[src/rtl/abd2pcim_wr_master_if.sv]
// PCIM AXI4 write-channel bundle between the CL write master and the shell.
// Ports (modports):
//   master : drives AW/W/bready, samples awready/wready/B channel
//   slave  : mirror image, used by the shell side or a bench model
interface abd2pcim_wr_master_if #(
  parameter int unsigned AXI_ID_W = 16
);
  logic [AXI_ID_W-1:0] cl_sh_pcim_awid;
  logic [63:0]         cl_sh_pcim_awaddr;
  logic [7:0]          cl_sh_pcim_awlen;
  logic [2:0]          cl_sh_pcim_awsize;
  logic                cl_sh_pcim_awvalid;
  logic                sh_cl_pcim_awready;
  logic [511:0]        cl_sh_pcim_wdata;
  logic [63:0]         cl_sh_pcim_wstrb;
  logic                cl_sh_pcim_wlast;
  logic                cl_sh_pcim_wvalid;
  logic                sh_cl_pcim_wready;
  logic [AXI_ID_W-1:0] sh_cl_pcim_bid;
  logic [1:0]          sh_cl_pcim_bresp;
  logic                sh_cl_pcim_bvalid;
  logic                cl_sh_pcim_bready;

  modport master (
    output cl_sh_pcim_awid, cl_sh_pcim_awaddr, cl_sh_pcim_awlen, cl_sh_pcim_awsize,
           cl_sh_pcim_awvalid, cl_sh_pcim_wdata, cl_sh_pcim_wstrb, cl_sh_pcim_wlast,
           cl_sh_pcim_wvalid, cl_sh_pcim_bready,
    input  sh_cl_pcim_awready, sh_cl_pcim_wready, sh_cl_pcim_bid, sh_cl_pcim_bresp,
           sh_cl_pcim_bvalid
  );

  modport slave (
    input  cl_sh_pcim_awid, cl_sh_pcim_awaddr, cl_sh_pcim_awlen, cl_sh_pcim_awsize,
           cl_sh_pcim_awvalid, cl_sh_pcim_wdata, cl_sh_pcim_wstrb, cl_sh_pcim_wlast,
           cl_sh_pcim_wvalid, cl_sh_pcim_bready,
    output sh_cl_pcim_awready, sh_cl_pcim_wready, sh_cl_pcim_bid, sh_cl_pcim_bresp,
           sh_cl_pcim_bvalid
  );
endinterface

[src/rtl/abd2pcim_wr_master.sv]
// ABD -> PCIM write master: takes one write request (64-bit byte address,
// AXI burst length) plus a 512-bit beat stream and issues a single AW/W burst
// to host memory, then reports the B response on the done port.
// Ports:
//   clk, rst                         clock, synchronous active-high reset
//   req_valid/req_ready/addr/len     request handshake
//   data_valid/data_ready/data       beat stream, passed straight to W
//   done_valid/done_resp             one-cycle completion with AXI resp
//   pcim                             PCIM AXI write channels (master modport)
// Optional: define PCIM_WR_TIMEOUT_EN to add a B-response watchdog of
// TIMEOUT_CYCLES cycles (resp 2'b11 on expiry, late B silently absorbed).
module abd2pcim_wr_master #(
  parameter int unsigned AXI_ID_W       = 16,
  parameter int unsigned AXI_ID         = 0,
  parameter int unsigned TIMEOUT_CYCLES = 4096
) (
  input  logic          clk,
  input  logic          rst,
  input  logic          req_valid,
  output logic          req_ready,
  input  logic [63:0]   req_addr,
  input  logic [7:0]    req_len,
  input  logic          data_valid,
  output logic          data_ready,
  input  logic [511:0]  data,
  output logic          done_valid,
  output logic [1:0]    done_resp,
  abd2pcim_wr_master_if.master pcim
);

  typedef enum logic [1:0] {IDLE, CHECK, BURST, RESP} state_t;

  state_t      state, state_nxt;
  logic [63:0] addr_q, addr_nxt;
  logic [7:0]  len_q, len_nxt;
  logic [7:0]  beat_q, beat_nxt;
  logic        awvalid_q, awvalid_nxt;
  logic        aw_done_q, aw_done_nxt;
  logic        w_done_q, w_done_nxt;
  logic        done_valid_q, done_valid_nxt;
  logic [1:0]  done_resp_q, done_resp_nxt;
  logic        req_ready_q, req_ready_nxt;
  logic        bready_q, bready_nxt;

  logic        aw_hs_c, w_open_c, w_hs_c, wlast_c, b_hs_c, reject_c;
  logic [8:0]  span_c;

`ifdef PCIM_WR_TIMEOUT_EN
  localparam int unsigned TMO_W = $clog2(TIMEOUT_CYCLES + 1);
  logic [TMO_W-1:0] tmo_q, tmo_nxt;
  logic             late_q, late_nxt;
`endif

  // W is open only in BURST until the last beat has gone, so a stalled AW
  // never lets extra beats through.
  assign aw_hs_c  = awvalid_q & pcim.sh_cl_pcim_awready;
  assign w_open_c = (state == BURST) & ~w_done_q;
  assign w_hs_c   = w_open_c & data_valid & pcim.sh_cl_pcim_wready;
  assign wlast_c  = w_open_c & (beat_q == len_q);
  assign b_hs_c   = bready_q & pcim.sh_cl_pcim_bvalid;

  // Reject misaligned bursts and bursts crossing a 4 KiB page.
  assign span_c   = 9'(addr_q[11:6]) + 9'(len_q);
  assign reject_c = (addr_q[5:0] != 6'd0) | (span_c > 9'd63);

  // Next-state and registered-output logic.
  always_comb begin
    state_nxt      = state;
    addr_nxt       = addr_q;
    len_nxt        = len_q;
    beat_nxt       = beat_q;
    awvalid_nxt    = awvalid_q;
    aw_done_nxt    = aw_done_q;
    w_done_nxt     = w_done_q;
    done_valid_nxt = 1'b0;
    done_resp_nxt  = done_resp_q;
`ifdef PCIM_WR_TIMEOUT_EN
    tmo_nxt        = tmo_q;
    late_nxt       = late_q;
    // A late B after a timeout is accepted and dropped outside RESP.
    if (late_q && pcim.sh_cl_pcim_bvalid && (state != RESP)) late_nxt = 1'b0;
`endif
    case (state)
      IDLE: begin
        if (req_valid && req_ready_q) begin
          addr_nxt  = req_addr;
          len_nxt   = req_len;
          state_nxt = CHECK;
        end
      end
      CHECK: begin
        if (reject_c) begin
          done_valid_nxt = 1'b1;
          done_resp_nxt  = 2'b10;
          state_nxt      = IDLE;
        end else begin
          awvalid_nxt = 1'b1;
          aw_done_nxt = 1'b0;
          w_done_nxt  = 1'b0;
          beat_nxt    = 8'd0;
          state_nxt   = BURST;
        end
      end
      BURST: begin
        if (aw_hs_c) begin
          awvalid_nxt = 1'b0;
          aw_done_nxt = 1'b1;
        end
        if (w_hs_c) begin
          beat_nxt = beat_q + 8'd1;
          if (wlast_c) w_done_nxt = 1'b1;
        end
        // AW and the last W beat may complete in either order.
        if ((w_done_q || (w_hs_c && wlast_c)) && (aw_done_q || aw_hs_c)) begin
          state_nxt = RESP;
`ifdef PCIM_WR_TIMEOUT_EN
          tmo_nxt   = '0;
`endif
        end
      end
      RESP: begin
        if (b_hs_c) begin
          done_valid_nxt = 1'b1;
          done_resp_nxt  = pcim.sh_cl_pcim_bresp;
          state_nxt      = IDLE;
`ifdef PCIM_WR_TIMEOUT_EN
        end else if (tmo_q == TMO_W'(TIMEOUT_CYCLES - 1)) begin
          done_valid_nxt = 1'b1;
          done_resp_nxt  = 2'b11;
          late_nxt       = 1'b1;
          state_nxt      = IDLE;
        end else begin
          tmo_nxt = tmo_q + TMO_W'(1);
`endif
        end
      end
      default: state_nxt = IDLE;
    endcase
    // Ready only after a full IDLE cycle, i.e. never in the done cycle.
    req_ready_nxt = (state == IDLE) && (state_nxt == IDLE);
`ifdef PCIM_WR_TIMEOUT_EN
    bready_nxt    = (state_nxt == RESP) || late_nxt;
`else
    bready_nxt    = (state_nxt == RESP);
`endif
  end

  // State and output registers.
  always_ff @(posedge clk) begin
    if (rst) begin
      state        <= IDLE;
      addr_q       <= '0;
      len_q        <= '0;
      beat_q       <= '0;
      awvalid_q    <= 1'b0;
      aw_done_q    <= 1'b0;
      w_done_q     <= 1'b0;
      done_valid_q <= 1'b0;
      done_resp_q  <= 2'b00;
      req_ready_q  <= 1'b0;
      bready_q     <= 1'b0;
`ifdef PCIM_WR_TIMEOUT_EN
      tmo_q        <= '0;
      late_q       <= 1'b0;
`endif
    end else begin
      state        <= state_nxt;
      addr_q       <= addr_nxt;
      len_q        <= len_nxt;
      beat_q       <= beat_nxt;
      awvalid_q    <= awvalid_nxt;
      aw_done_q    <= aw_done_nxt;
      w_done_q     <= w_done_nxt;
      done_valid_q <= done_valid_nxt;
      done_resp_q  <= done_resp_nxt;
      req_ready_q  <= req_ready_nxt;
      bready_q     <= bready_nxt;
`ifdef PCIM_WR_TIMEOUT_EN
      tmo_q        <= tmo_nxt;
      late_q       <= late_nxt;
`endif
    end
  end

  assign req_ready  = req_ready_q;
  assign data_ready = w_open_c & pcim.sh_cl_pcim_wready;
  assign done_valid = done_valid_q;
  assign done_resp  = done_resp_q;

  assign pcim.cl_sh_pcim_awid    = AXI_ID_W'(AXI_ID);
  assign pcim.cl_sh_pcim_awaddr  = addr_q;
  assign pcim.cl_sh_pcim_awlen   = len_q;
  assign pcim.cl_sh_pcim_awsize  = 3'b110;
  assign pcim.cl_sh_pcim_awvalid = awvalid_q;
  assign pcim.cl_sh_pcim_wdata   = data;
  assign pcim.cl_sh_pcim_wstrb   = {64{1'b1}};
  assign pcim.cl_sh_pcim_wlast   = wlast_c;
  assign pcim.cl_sh_pcim_wvalid  = w_open_c & data_valid;
  assign pcim.cl_sh_pcim_bready  = bready_q;

  // B id is not checked; the watchdog limit is unused in the default build.
  logic unused_ok;
  assign unused_ok = &{1'b0, pcim.sh_cl_pcim_bid, 32'(TIMEOUT_CYCLES)};

endmodule

[src/flat_wrapper.sv]
// flat-port wrapper written by rule: the top's interface ports become plain ports
module abd2pcim_wr_master_flat 
#(
  parameter int unsigned AXI_ID_W       = 16,
  parameter int unsigned AXI_ID         = 0,
  parameter int unsigned TIMEOUT_CYCLES = 4096
)
  (clk, rst, req_valid, req_ready, req_addr, req_len, data_valid, data_ready, data, done_valid, done_resp, pcim_cl_sh_pcim_awid, pcim_cl_sh_pcim_awaddr, pcim_cl_sh_pcim_awlen, pcim_cl_sh_pcim_awsize, pcim_cl_sh_pcim_awvalid, pcim_cl_sh_pcim_wdata, pcim_cl_sh_pcim_wstrb, pcim_cl_sh_pcim_wlast, pcim_cl_sh_pcim_wvalid, pcim_cl_sh_pcim_bready, pcim_sh_cl_pcim_awready, pcim_sh_cl_pcim_wready, pcim_sh_cl_pcim_bid, pcim_sh_cl_pcim_bresp, pcim_sh_cl_pcim_bvalid);
  abd2pcim_wr_master_if #(.AXI_ID_W(AXI_ID_W)) pcim_i ();
  input  logic clk;
  input  logic rst;
  input  logic req_valid;
  output logic req_ready;
  input  logic [63:0] req_addr;
  input  logic [7:0] req_len;
  input  logic data_valid;
  output logic data_ready;
  input  logic [511:0] data;
  output logic done_valid;
  output logic [1:0] done_resp;
  output wire logic [$bits(pcim_i.cl_sh_pcim_awid)-1:0] pcim_cl_sh_pcim_awid;
  output wire logic [$bits(pcim_i.cl_sh_pcim_awaddr)-1:0] pcim_cl_sh_pcim_awaddr;
  output wire logic [$bits(pcim_i.cl_sh_pcim_awlen)-1:0] pcim_cl_sh_pcim_awlen;
  output wire logic [$bits(pcim_i.cl_sh_pcim_awsize)-1:0] pcim_cl_sh_pcim_awsize;
  output wire logic [$bits(pcim_i.cl_sh_pcim_awvalid)-1:0] pcim_cl_sh_pcim_awvalid;
  output wire logic [$bits(pcim_i.cl_sh_pcim_wdata)-1:0] pcim_cl_sh_pcim_wdata;
  output wire logic [$bits(pcim_i.cl_sh_pcim_wstrb)-1:0] pcim_cl_sh_pcim_wstrb;
  output wire logic [$bits(pcim_i.cl_sh_pcim_wlast)-1:0] pcim_cl_sh_pcim_wlast;
  output wire logic [$bits(pcim_i.cl_sh_pcim_wvalid)-1:0] pcim_cl_sh_pcim_wvalid;
  output wire logic [$bits(pcim_i.cl_sh_pcim_bready)-1:0] pcim_cl_sh_pcim_bready;
  input wire logic [$bits(pcim_i.sh_cl_pcim_awready)-1:0] pcim_sh_cl_pcim_awready;
  input wire logic [$bits(pcim_i.sh_cl_pcim_wready)-1:0] pcim_sh_cl_pcim_wready;
  input wire logic [$bits(pcim_i.sh_cl_pcim_bid)-1:0] pcim_sh_cl_pcim_bid;
  input wire logic [$bits(pcim_i.sh_cl_pcim_bresp)-1:0] pcim_sh_cl_pcim_bresp;
  input wire logic [$bits(pcim_i.sh_cl_pcim_bvalid)-1:0] pcim_sh_cl_pcim_bvalid;
  assign pcim_cl_sh_pcim_awid = pcim_i.cl_sh_pcim_awid;
  assign pcim_cl_sh_pcim_awaddr = pcim_i.cl_sh_pcim_awaddr;
  assign pcim_cl_sh_pcim_awlen = pcim_i.cl_sh_pcim_awlen;
  assign pcim_cl_sh_pcim_awsize = pcim_i.cl_sh_pcim_awsize;
  assign pcim_cl_sh_pcim_awvalid = pcim_i.cl_sh_pcim_awvalid;
  assign pcim_cl_sh_pcim_wdata = pcim_i.cl_sh_pcim_wdata;
  assign pcim_cl_sh_pcim_wstrb = pcim_i.cl_sh_pcim_wstrb;
  assign pcim_cl_sh_pcim_wlast = pcim_i.cl_sh_pcim_wlast;
  assign pcim_cl_sh_pcim_wvalid = pcim_i.cl_sh_pcim_wvalid;
  assign pcim_cl_sh_pcim_bready = pcim_i.cl_sh_pcim_bready;
  assign pcim_i.sh_cl_pcim_awready = pcim_sh_cl_pcim_awready;
  assign pcim_i.sh_cl_pcim_wready = pcim_sh_cl_pcim_wready;
  assign pcim_i.sh_cl_pcim_bid = pcim_sh_cl_pcim_bid;
  assign pcim_i.sh_cl_pcim_bresp = pcim_sh_cl_pcim_bresp;
  assign pcim_i.sh_cl_pcim_bvalid = pcim_sh_cl_pcim_bvalid;
  abd2pcim_wr_master #(.AXI_ID_W(AXI_ID_W), .AXI_ID(AXI_ID), .TIMEOUT_CYCLES(TIMEOUT_CYCLES)) u_core (.clk(clk), .rst(rst), .req_valid(req_valid), .req_ready(req_ready), .req_addr(req_addr), .req_len(req_len), .data_valid(data_valid), .data_ready(data_ready), .data(data), .done_valid(done_valid), .done_resp(done_resp), .pcim(pcim_i));
endmodule
[config.mk]
export PLATFORM = sky130hd
export DESIGN_NAME = abd2pcim_wr_master_flat
export DESIGN_NICKNAME = d
export VERILOG_FILES = /design/src/rtl/abd2pcim_wr_master_if.sv /design/src/rtl/abd2pcim_wr_master.sv /design/src/flat_wrapper.sv
export SDC_FILE = /design/constraint.sdc
export NUM_CORES = 1
export LEC_CHECK = 0
export ABC_AREA = 1
export CAP_MARGIN = 20
export CORE_AREA = 2 2 505 507
export DETAILED_ROUTE_END_ITERATION = 12
export DIE_AREA = 0 0 507 509
export DONT_BUFFER_PORTS = 1
export SLEW_MARGIN = 0
export SYNTH_ARGS = -nofsm -noshare
export SYNTH_HDL_FRONTEND = slang
export SYNTH_SLANG_ARGS = --single-unit
[constraint.sdc]
create_clock -name clk -period 3 [get_ports clk]
set_input_delay 0.6 -clock clk [delete_from_list [all_inputs] [get_ports clk]]
set_output_delay 0.6 -clock clk [all_outputs]
set_load 0.01 [all_outputs]
# Word level (Yosys, flattened, before mapping)
# Cells that the tools add are included.
[classes] eq_ne=11 n_reduce_logical=16 addsub=2 bitwise_logic=9 magnitude_cmp=1 muxes=23
[op_table] op="$mux W8" count=2
[op_table] op="$pmux W8 S2" count=1
[op_table] op="$mux W2" count=6
[op_table] op="$ne A2 B1 Y1 const B" count=5
[op_table] op="$add A6 B8 Y9" count=1
[op_table] op="$gt A9 B6 Y1 const B" count=1
[op_table] op="$reduce_and A3 Y1" count=3
[op_table] op="$add A8 B1 Y8 const B" count=1
[op_table] op="$eq A8 B8 Y1" count=1
[op_table] op="$mux W1" count=8
[op_table] op="$pmux W1 S2" count=4
[op_table] op="$pmux W2 S4" count=1
[op_table] op="$and A1 B1 Y1" count=7
[op_table] op="$eq A2 B2 Y1 const B" count=3
[op_table] op="$reduce_bool A6 Y1" count=1
[op_table] op="$logic_and A1 B1 Y1" count=4
[op_table] op="$logic_not A2 Y1" count=2
[op_table] op="$pmux W2 S2" count=1
[op_table] op="$reduce_and A4 Y1" count=1
[op_table] op="$reduce_bool A2 Y1" count=2
[op_table] op="$eq A2 B1 Y1 const B" count=1
[op_table] op="$logic_or A1 B1 Y1" count=2
[op_table] op="$ne A2 B2 Y1 const B" count=1
[op_table] op="$reduce_and A2 Y1" count=1
[op_table] op="2 further kinds" count=2
[totals] word_cells=73 input_bits=609 ff_bits=90

# Depth between registers and ports, before layout
# Gate-level depths: netlist (run 1).
[depth] depth_word=11 depth_mapped=14

# Worst setup path before layout (run 1)
# OpenSTA, ideal clock, no wires.
[synth_path] kind="register -> register" from="register u_core.len_q[0], in the netlist u_core.pcim.cl_sh_pcim_awlen[0]" to="register u_core.beat_q[1]" path_slack_ns=1.097 arrival_ns=1.789 stages_incl_launch_ff=14 setup_time_ns=0.113 synth_period_minus_slack_ns=1.903 required_ns=2.887 n_path_buf=0 cell_sequence="dfxtp_1 > ha_1 > inv_1 > fa_1 > nor2_1 > nand3_1 > nand2_1 > nand3_1 > nand2_2 > nand3_4 > clkinv_4 > nand2_1 > o21ai_1 > nor2_1"
[synth_between] elab_chain_cells=5
[synth_lines] element="start: declaration" line="abd2pcim_wr_master.sv:35" text="logic [7:0] len_q, len_nxt;"
[synth_lines] element="start signal: assignment" line="abd2pcim_wr_master.sv:169" text="len_q <= len_nxt;"
[synth_lines] element="$add A6 B8 Y9" line="abd2pcim_wr_master.sv:63" text="assign span_c = 9'(addr_q[11:6]) + 9'(len_q);"
[synth_lines] element="$gt A9 B6 Y1" line="abd2pcim_wr_master.sv:64" text="assign reject_c = (addr_q[5:0] != 6'd0) | (span_c > 9'd63);"
[synth_lines] element="$or A1 B1 Y1" line="abd2pcim_wr_master.sv:64"
[synth_lines] element="$ne A2 B2 Y1 (no line)"
[synth_lines] element="$reduce_and A3 Y1 (no line)"
[synth_lines] element="end signal: assignment" line="abd2pcim_wr_master.sv:170" text="beat_q <= beat_nxt;"
[synth_lines] element="end: declaration" line="abd2pcim_wr_master.sv:36" text="logic [7:0] beat_q, beat_nxt;"
# No other way between the ends.
# A chain may end at the register's enable or synchronous reset.

# Worst setup path in the final report (run 1)
[layout_path] from="register u_core.len_q[3], in the netlist u_core.pcim.cl_sh_pcim_awlen[3]" to="output port pcim_cl_sh_pcim_wlast"
[layout_between] elab_chain_cells=2
[layout_lines] element="$eq A8 B8 Y1" line="abd2pcim_wr_master.sv:59" text="assign wlast_c = w_open_c & (beat_q == len_q);"
[layout_lines] element="$and A1 B1 Y1" line="abd2pcim_wr_master.sv:59"
[layout_lines] element="end: declaration" line="flat_wrapper.sv:28" text="output wire logic [$bits(pcim_i.cl_sh_pcim_wlast)-1:0] pcim_cl_sh_pcim_wlast;"
# No other way between the ends.

==> run summary, run 1 <==
status -> completed
sequential power share -> 38.5%
Post-synth EDFFs -> 0
initial core utilization -> 3.319%
GRT overflow -> 0
FFs w/ async S/R, synth -> 0%
Worst Setup EP -> pcim_cl_sh_pcim_wlast
commonest non-fill, non-tap cell in the layout -> nand2_1
GPL Wtd Cong -> 0.8476
first-iteration detailed-routing DRC count -> 344
placed cell area -> 0.008497 mm²
Hold Fails Final Rpt -> 0
Rel. slew slack -> 50.12%
Yosys top cell by area -> buf_4
width of the die -> 507 µm
layout cell share with drive strength beyond 1 -> 9.609%
Synth top area share -> 53.24%
worst slack at placement -> 0.7366 ns
xor and xnor fraction of the mapped netlist area -> 0.5219%
synthesis-stage register bit count -> 90
postcts setup bufs -> 0
Total Nets Final -> 1230
Slew @ Worst Pin -> 0.7472 ns
crit path time final -> 2.653 ns
Rows -> 185
Setup Viol. Count Final -> 0
top_reg_cell synth -> dfxtp_1
largest net degree at the start of global routing -> 75
Synth Area in Adders -> 1.879%
Slew Limit Fails -> 0
Worst Setup Start Kind -> flop
Root Buffer -> clkbuf_16
worst setup margin -> 0.3471 ns
clock share of power -> 29.8%
I/O pin cnt -> 1285
Power Density -> 540.0 mW/mm²
number of filler cells placed in the layout -> 30160
Simple-Gate Fraction of Synth Area -> 12.53%
Max Cap Viol -> 0
Cell Int Power -> 2.583 mW
total chip power -> 4.779 mW
multi-input logic area -> 0.002152 mm²
sequential fraction of the synthesis area -> 21.47%
IO buf count -> 0
vias per cell -> 1.327
Clock Path Buffers -> 2
Tot GR Track Use -> 14.79%
syn avg cell area -> 7.485 µm²
CTS tree -> done
area of the mapped netlist -> 0.008391 mm²
core footprint -> 0.2528 mm²
H-tree depth -> 3
post-DP HPWL -> 192.9 mm
combinational cell fraction of total power -> 31.7%
first-pass GRT wire length -> 208.4 mm
vias in the first global route -> 4579
Crit Path Class -> reg2out
Die Area -> 0.2581 mm²
Synth area leaders -> buf_4, dfxtp_1, nand2_1
Critical Path Source -> u_core.pcim.cl_sh_pcim_awlen[3]
clk slew on worst S/H paths -> 0.08 ns
Inserted Clock Buffers -> 9
r2r worst-path depth -> 14
post-synthesis mux area share -> 0%
die height -> 509 µm
Mapped Cells -> 1121
Synth warnings -> 0
post-route design area -> 0.008850 mm²
CP Data Required Time -> 2.40 ns
peak supply drop -> 0.3304 mV
First-pass DRT Iterations -> 5
r2r setup slk -> 0.73 ns
Crit Path Max Fanout -> 4
drt wl/cell -> 49.72 µm
fmax -> 376.9 MHz
final worst-path cycle share -> 88.43%
Fin Hold WS -> 0.2458 ns
register area -> 0.001802 mm²
Hold WC Path Type -> in2reg
post-synth cell types -> 34
post-synthesis compound-gate area fraction -> 6.666%
FF-to-FF End -> u_core.beat_q[1]
Routed WL -> 198.2 mm
Lkg Pwr -> 1.931 nW
Post-Layout Cell Count -> 3987
placed instance count -> 3964
worst skew pair latency -> 0.42 ns
FF-to-FF Start -> u_core.pcim.cl_sh_pcim_awaddr[6]
Sw Share -> 45.96%
CP Data Arrival Time -> 2.05 ns
most frequent cells in the layout -> nand2_1, dfxtp_1, a21oi_1
post-cts sizing count -> 0
Total Neg Setup Slack -> 0 ns
CTS Hold Bufs -> 0
CTS sink count -> 90
Remaining DRCs -> 0
Crit. End Element -> output port
Layout Utilization -> 3.501%
Net Sw Power -> 2.196 mW
vias -> 5292
Area Overhead vs Synth -> 5.473%
largest family of logic cells by synthesized area -> buffers and inverters
RSZ-0062 raised after global routing -> false
initial antenna violation count -> 50
Worst Clk Skew -> 0.02130 ns
Final ANT Viol Nets -> 0
how the worst min path moves through the flow:
stage	start	end	slack (ns)	cells past startpoint
floorplan	u_core.aw_done_q	u_core.aw_done_q	0.45	2
global placement	u_core.aw_done_q	u_core.aw_done_q	0.46	2
detailed placement	u_core.aw_done_q	u_core.aw_done_q	0.48	2
CTS	rst	u_core.pcim.cl_sh_pcim_awaddr[12]	0.19	1
global route	rst	u_core.pcim.cl_sh_pcim_awaddr[10]	0.21	1
finish	rst	u_core.pcim.cl_sh_pcim_awaddr[19]	0.25	1
flip-flops by register name (all words and copies together), names as in the netlist:
signal and count:
u_core.state 2, u_core.pcim.cl_sh_pcim_bready 1, u_core.req_ready 1, u_core.pcim.cl_sh_pcim_awlen 8, u_core.pcim.cl_sh_pcim_awvalid 1, u_core.done_valid 1, u_core.done_resp 2, u_core.aw_done_q 1
u_core.w_done_q 1, u_core.beat_q 8, u_core.pcim.cl_sh_pcim_awaddr 64
logic make-up after synthesis:
logic type	after synthesis
buffers and inverters	664
and+or+nand+nor	238
AOI/OAI and AO/OA	110
DFF	90
adders and majority gates	12
xor gates and xnor gates	5
other	2
cells in the mapped netlist, types with 2 or more instances:
library cell    n
clkbuf_8        2
nor2_1         25
nand3_1        69
nand2_1       124
nand4_1         7
buf_4         595
conb_1          2
inv_1          29
ha_1           11
nand2_2         3
dfxtp_1        90
nor3b_1         2
xor2_1          4
o211ai_1        2
nor3_1          2
o21ai_0        13
o21ai_1         5
inv_2           5
buf_2           7
clkbuf_1       22
a21oi_1        89
per-layer routing:
| layer | GRT usage, % | up-vias | wire length [µm] | share of wire [%] |
|---|---|---|---|---|
| li1 | - | 1838 | - | - |
| met1 | 2.262 | 1915 | 11330 | 5.7 |
| met2 | 21.14 | 1238 | 79490 | 40 |
| met3 | 35.14 | 287 | 99830 | 50 |
| met4 | 4.797 | 14 | 7414 | 3.7 |
| met5 | 0.3704 | - | 180 | 0.091 |
layout make-up:
cell class                 count  share of cell area (%)
antenna                        7                  0.1979
sequential                    90                   20.36
clock buffer                  10                   2.700
clock inverter                 6                   1.089
timing repair buffer          23                   2.092
multi-input combinational    448                   24.32
tap                         3366                   47.59
inverter                      37                   1.654
critical path: stages (launching register included):
cell and delay [ns]:
dfxtp_1 0.71, inv_1 0.14, nand2_1 0.12, nand2_1 0.06, nor2_1 0.10, nor4b_2 0.25, buf_4 0.26
power by group through the flow:
stage,registers [mW],clock network [mW],logic [mW]
5_1_grt,1.90,1.52,1.70
3_3_place_gp,1.88,0,1.57
2_1_floorplan,1.61,0,1.69
4_1_cts,1.86,1.51,1.57
6_report,1.84,1.42,1.51
3_5_place_dp,1.88,0,1.57
Note: power is estimated with default switching activity, not from simulation.
==> run 2, diff against run 1 <==
Settings changed: TNS_END_PERCENT set to 5.
==> results of run 2 <==
Same layout as run 1: the final DEF is identical, and so are final timing and power.
